**src/rtl/seconds_event_tx.sv**
```systemverilog
// seconds_event_tx: transmit side of the event-link time distribution.
// On each valid PPS edge it offers the seconds-marker event, waits a fixed
// delay, then serializes the seconds value for the following second as 32
// shift events (MSB first) through a valid/ready handshake with the arbiter.
module seconds_event_tx #(
  parameter logic [7:0]  EVENT_SHIFT_0        = 8'h70,
  parameter logic [7:0]  EVENT_SHIFT_1        = 8'h71,
  parameter logic [7:0]  EVENT_SECONDS_MARKER = 8'h7D,
  parameter int unsigned START_DELAY          = 1000,
  parameter int unsigned EVENT_GAP            = 4
) (
  input  logic        clk,
  input  logic        reset,
  input  logic        ppsToggle,
  input  logic        secondsValid,
  input  logic [31:0] secondsNext,
  input  logic        overrunClear,
  output logic [7:0]  eventCode,
  output logic        eventValid,
  input  logic        eventReady,
  output logic [31:0] status
);

  localparam int unsigned GAP_W = (EVENT_GAP > 1) ? $clog2(EVENT_GAP) : 1;

  typedef enum logic [2:0] {
    IDLE,
    MARKER,
    DELAY,
    SHIFT,
    GAP
  } state_t;

  state_t             state;
  state_t             stateNext;
  logic               ppsToggleD;
  logic               ppsEdge;
  logic               accept;
  logic [15:0]        delayCnt;
  logic [GAP_W-1:0]   gapCnt;
  logic [31:0]        shiftReg;
  logic [4:0]         bitIdx;
  logic               overrun;
  logic [15:0]        seqCount;

  logic               loadDelay;
  logic               loadShift;
  logic               advanceBit;
  logic               loadGap;
  logic               incCount;
  logic               setOverrun;

  // Only edges seen while the seconds value is trustworthy start a sequence.
  assign ppsEdge = secondsValid & (ppsToggle ^ ppsToggleD);
  assign accept  = eventValid & eventReady;

  assign status = {(state != IDLE), overrun, 14'd0, seqCount};

  // PPS toggle delay; reset loads the live level so no false edge follows reset.
  always_ff @(posedge clk) begin
    ppsToggleD <= ppsToggle;
  end

  // State register.
  always_ff @(posedge clk) begin
    if (reset) begin
      state <= IDLE;
    end else begin
      state <= stateNext;
    end
  end

  // Next-state decode and datapath control strobes.
  // An edge in DELAY/SHIFT/GAP takes priority over any accept in the same
  // cycle, so an aborted sequence never advances or completes.
  always_comb begin
    stateNext  = state;
    loadDelay  = 1'b0;
    loadShift  = 1'b0;
    advanceBit = 1'b0;
    loadGap    = 1'b0;
    incCount   = 1'b0;
    setOverrun = 1'b0;
    case (state)
      IDLE: begin
        if (ppsEdge) begin
          stateNext = MARKER;
        end
      end
      MARKER: begin
        // The pending marker already announces this second; just flag it.
        if (ppsEdge) begin
          setOverrun = 1'b1;
        end
        if (accept) begin
          stateNext = DELAY;
          loadDelay = 1'b1;
        end
      end
      DELAY: begin
        if (ppsEdge) begin
          stateNext  = MARKER;
          setOverrun = 1'b1;
        end else if (delayCnt == 16'd0) begin
          stateNext = SHIFT;
          loadShift = 1'b1;
        end
      end
      SHIFT: begin
        if (ppsEdge) begin
          stateNext  = MARKER;
          setOverrun = 1'b1;
        end else if (accept) begin
          if (bitIdx == 5'd0) begin
            stateNext = IDLE;
            incCount  = 1'b1;
          end else begin
            advanceBit = 1'b1;
            if (EVENT_GAP > 0) begin
              stateNext = GAP;
              loadGap   = 1'b1;
            end
          end
        end
      end
      GAP: begin
        if (ppsEdge) begin
          stateNext  = MARKER;
          setOverrun = 1'b1;
        end else if (gapCnt == '0) begin
          stateNext = SHIFT;
        end
      end
      default: begin
        stateNext = IDLE;
      end
    endcase
  end

  // Event presentation: decoded from state so valid/code hold until accepted.
  always_comb begin
    eventValid = 1'b0;
    eventCode  = 8'h00;
    case (state)
      MARKER: begin
        eventValid = 1'b1;
        eventCode  = EVENT_SECONDS_MARKER;
      end
      SHIFT: begin
        eventValid = 1'b1;
        eventCode  = shiftReg[31] ? EVENT_SHIFT_1 : EVENT_SHIFT_0;
      end
      default: begin
        eventValid = 1'b0;
        eventCode  = 8'h00;
      end
    endcase
  end

  // Start-delay countdown after marker acceptance.
  always_ff @(posedge clk) begin
    if (reset) begin
      delayCnt <= '0;
    end else if (loadDelay) begin
      delayCnt <= 16'(START_DELAY - 1);
    end else if (state == DELAY && delayCnt != 16'd0) begin
      delayCnt <= delayCnt - 16'd1;
    end
  end

  // Inter-event idle countdown.
  always_ff @(posedge clk) begin
    if (reset) begin
      gapCnt <= '0;
    end else if (loadGap) begin
      gapCnt <= GAP_W'(EVENT_GAP - 1);
    end else if (state == GAP && gapCnt != '0) begin
      gapCnt <= gapCnt - GAP_W'(1);
    end
  end

  // Seconds shift register: captured only when leaving DELAY, MSB presented.
  always_ff @(posedge clk) begin
    if (reset) begin
      shiftReg <= '0;
      bitIdx   <= '0;
    end else if (loadShift) begin
      shiftReg <= secondsNext;
      bitIdx   <= 5'd31;
    end else if (advanceBit) begin
      shiftReg <= {shiftReg[30:0], 1'b0};
      bitIdx   <= bitIdx - 5'd1;
    end
  end

  // Sticky overrun (set beats clear) and completed-sequence counter.
  always_ff @(posedge clk) begin
    if (reset) begin
      overrun  <= 1'b0;
      seqCount <= '0;
    end else begin
      if (setOverrun) begin
        overrun <= 1'b1;
      end else if (overrunClear) begin
        overrun <= 1'b0;
      end
      if (incCount) begin
        seqCount <= seqCount + 16'd1;
      end
    end
  end

endmodule

```
**config.mk**
```make
export PLATFORM = sky130hd
export DESIGN_NAME = seconds_event_tx
export DESIGN_NICKNAME = d
export VERILOG_FILES = /design/src/rtl/seconds_event_tx.sv
export SDC_FILE = /design/constraint.sdc
export NUM_CORES = 1
export LEC_CHECK = 0
export BUFFER_PORTS_ARGS = -buffer_cell sky130_fd_sc_hd__buf_2
export CORE_ASPECT_RATIO = 0.7
export CORE_MARGIN = 2
export CORE_UTILIZATION = 37
export CTS_CLUSTER_SIZE = 25
export DETAILED_ROUTE_END_ITERATION = 10
export SYNTH_ARGS = -nofsm -noshare
export SYNTH_HDL_FRONTEND = slang
export SYNTH_SLANG_ARGS = --single-unit
```
**constraint.sdc**
```tcl
create_clock -name clk -period 2.6 [get_ports clk]
set_clock_uncertainty 0.15 [all_clocks]
set_input_delay 0.26 -clock clk [delete_from_list [all_inputs] [get_ports clk]]
set_output_delay 0.26 -clock clk [all_outputs]
set_load 0.01 [all_outputs]
```
==> flow_metrics.env <==
export IMPL_p_leak_nw=1.675
export IMPL_vias=3829
export IMPL_fin_ws_ns=0.2300
export IMPL_die_area_um2=11390
export IMPL_ys_types=57
export IMPL_ys_seq_area_share_pct=39.01
export IMPL_synth_async_sr_flop_share_pct=0
export IMPL_ys_warn_count=0
export IMPL_hold_violations=0
export IMPL_core_area_um2=10320
export IMPL_clk_latency_ns=0.34
export IMPL_routedWlPerCell_um=15.88
export IMPL_grt_max_degree=39
export IMPL_viasPerCell=5.973
export IMPL_rsz0062_at_grt="no"
export IMPL_start_util_pct=37.80
export IMPL_cts_root_buf="clkbuf_16"
export IMPL_place_port_buffers=62
export IMPL_boundaryPins=79
export IMPL_crit_fanout=12
export IMPL_syn2layout_area_growth_pct=18.90
export IMPL_peakVddDrop_v=0.0008818
export IMPL_synth_flop_cell="dfxtp_1"
export IMPL_cts_clk_slew_worst_paths_ns=0.06
export IMPL_avgSynthCellArea_um2=8.553
export IMPL_crit_type="register to register"
export IMPL_drc=0
export IMPL_critPathTopFamily="simple AND/OR/NAND/NOR gates"
export IMPL_first_iter_violations=266
export IMPL_die_h_um=89.90
export IMPL_period_needed_ns=2.370
export IMPL_slew_headroom_pct=63.70
export IMPL_cap_violations=0
export IMPL_routed_wl_um=10180
export IMPL_power_density_nw_per_um2=1215
export IMPL_dr_pass1_iters=4
export IMPL_post_cts_resized=0
export IMPL_place_ws_ns=0.2475
export IMPL_cts_tree="built"
export IMPL_synth_cells=456
export IMPL_endpoint_kind="register"
export IMPL_grt_overflow=0
export IMPL_placedCellCount=624
export IMPL_drive_gt1_share_pct=21.02
export IMPL_worstPathRequired_ns=2.72
export IMPL_syn_area_um2=3900
export IMPL_place_gp_congestion=0.8013
export IMPL_cp_arrival_ns=2.49
export IMPL_layout_nets=546
export IMPL_final_period_utilization_pct=91.15
export IMPL_ys_ff_latch=76
export IMPL_startpoint_type="register"
export IMPL_status="finished, final reports clean"
export IMPL_crit_slowest_cell="or4b_1"
export IMPL_n_fill_cell=1005
export IMPL_htreeDepth=3
export IMPL_num_antenna_cells=0
export IMPL_grtUsageTotal_pct=17.68
export IMPL_dpl_hpwl_um=6540
export IMPL_row_count=31
export IMPL_fin_cells=641
export IMPL_antenna_found_initial=2
export IMPL_tightest_slew_ns=0.5395
export IMPL_synth_edff_count=0
export IMPL_grt_pass1_vias=3283
export IMPL_crit_buf_inv=1
export IMPL_ant_nets=0
export IMPL_finalMaxSlewViolations=0
export IMPL_setup_viol=0
export IMPL_min_path_type="input pin to register"
export IMPL_die_w_um=126.7
export IMPL_cp_cell_sequence="inv_1, ha_1, or4b_1, a2111o_1, or4_1, a21oi_1"
export IMPL_cts_made_buffers=9
export IMPL_clock_fmax_ghz=0.4219
export IMPL_fin_setup_tns_ns=0
export IMPL_clkSinkCount=76
export IMPL_clockBufferDepth=2
export IMPL_grt_pass1_wl_um=16360
export IMPL_slowest_delay_ns=0.52
export IMPL_fin_util_pct=44.94
[synthesized netlist by cell type (5+ instances only)]
cell / count / area [um^2]
nand2b_1: 5 / 31.28
nand4_1: 5 / 31.28
nand3_1: 10 / 50.05
dfxtp_1: 76 / 1521
o211ai_1: 33 / 247.7
inv_1: 15 / 56.30
a211oi_1: 6 / 45.04
a21oi_1: 57 / 285.3
or4_1: 15 / 112.6
a31oi_1: 13 / 81.33
a32oi_1: 25 / 219.0
o21ai_0: 18 / 90.09
nand2_1: 21 / 78.83
buf_2: 8 / 40.04
buf_4: 21 / 157.7
or3_1: 17 / 106.4
nor2_1: 11 / 41.29
o31ai_1: 12 / 90.09
xnor2_1: 5 / 43.79
clkbuf_1: 30 / 112.6
[layout make-up]
class                   count  area [um^2]  share of cell area, %
inverters                  15        56.30                  1.214
clock buffers              12        256.5                  5.532
clock inverters             4        47.55                  1.025
multi-input cells         320         2090                  45.06
well taps                 132        165.2                  3.562
flip-flops and latches     76         1521                  32.81
repair buffers             82        500.5                  10.79
[path summary, 6_finish.rpt]
check                          from                         to  slack [ns]  cells after the start
max          bitIdx[0]$_SDFFE_PP0P_  seqCount[12]$_SDFFE_PP0P_        0.23                      6
max reg2reg  bitIdx[0]$_SDFFE_PP0P_  seqCount[12]$_SDFFE_PP0P_        0.23                      6
min reg2reg    overrun$_SDFFE_PP0P_       overrun$_SDFFE_PP0P_        0.32                      2
min                  secondsNext[0]   shiftReg[0]$_SDFFE_PP0P_        0.02                      3
[per-stage QoR]
step	power, mW	area, um^2	hold WS [ns]
3_3_place_gp	4.255	4323	0.2765
6_report	5.635	4637	0.02467
2_1_floorplan	3.549	3956	0.1377
3_5_place_dp	4.331	4323	0.2775
4_1_cts	5.629	4637	0.01742
5_1_grt	5.996	4637	0.05629
[cell families (layout without fill, tap and decap cells)]
logic type | Yosys count | count (layout) | synth area share [%]
AND/OR/NAND/NOR | 111 | 111 | 17.13
other | 1 | 16 | 0.09615
AO/OA/AOI/OAI | 180 | 180 | 30.83
XOR/XNOR | 6 | 6 | 1.347
adder cells (fa/ha/maj) | 4 | 4 | 1.283
multiplexers | 3 | 3 | 0.8021
buffers and inverters | 75 | 113 | 9.496
flip-flops | 76 | 76 | 39.01
[state kept, by name, indices dropped and copies added (netlist names)]
name        cells
shiftReg       32
delayCnt       16
seqCount       16
bitIdx          5
state           3
gapCnt          2
overrun         1
ppsToggleD      1
[per-layer routing]
layer  GRT usage, %  share of wire, %  vias to the layer above  wire length (um)
met5              0              0.27                        -                27
met4          5.495               1.6                        4               160
met3          5.952               7.1                       17               723
met2          24.95                41                      145              4134
met1          25.37                50                     1832              5131
li1               -                 -                     1831                 -
[timing repair]
action                                 in CTS  in global routing
buffers inserted                            0                  0
setup endpoints to repair                   0                  0
endpoints found under the hold margin       1                  0
hold buffers                                1                  0
[cell usage in the layout, fill, tap and decap left out, types with 16 or more instances in the layout]
cell type and instances:
nand2_1 21, o211ai_1 33, dfxtp_1 76, o21ai_0 18
a32oi_1 25, or3_1 17, buf_4 16, conb_1 16
a21oi_1 57, buf_2 62
[worst min-delay path, delay by kind of cell]
kind	cells	cell delay, ns
AOI/OAI and AO/OA	1	0.05
buffers and inverters	1	0.09
and+or+nand+nor	1	0.06
[where the power goes]
part / internal (mW) / switching, mW / leakage (nW)
registers: 1.39 / 0.208 / 0.615
logic: 0.921 / 1.83 / 0.911
clock network: 0.792 / 0.489 / 0.149
(Power assumes the default switching activity.)
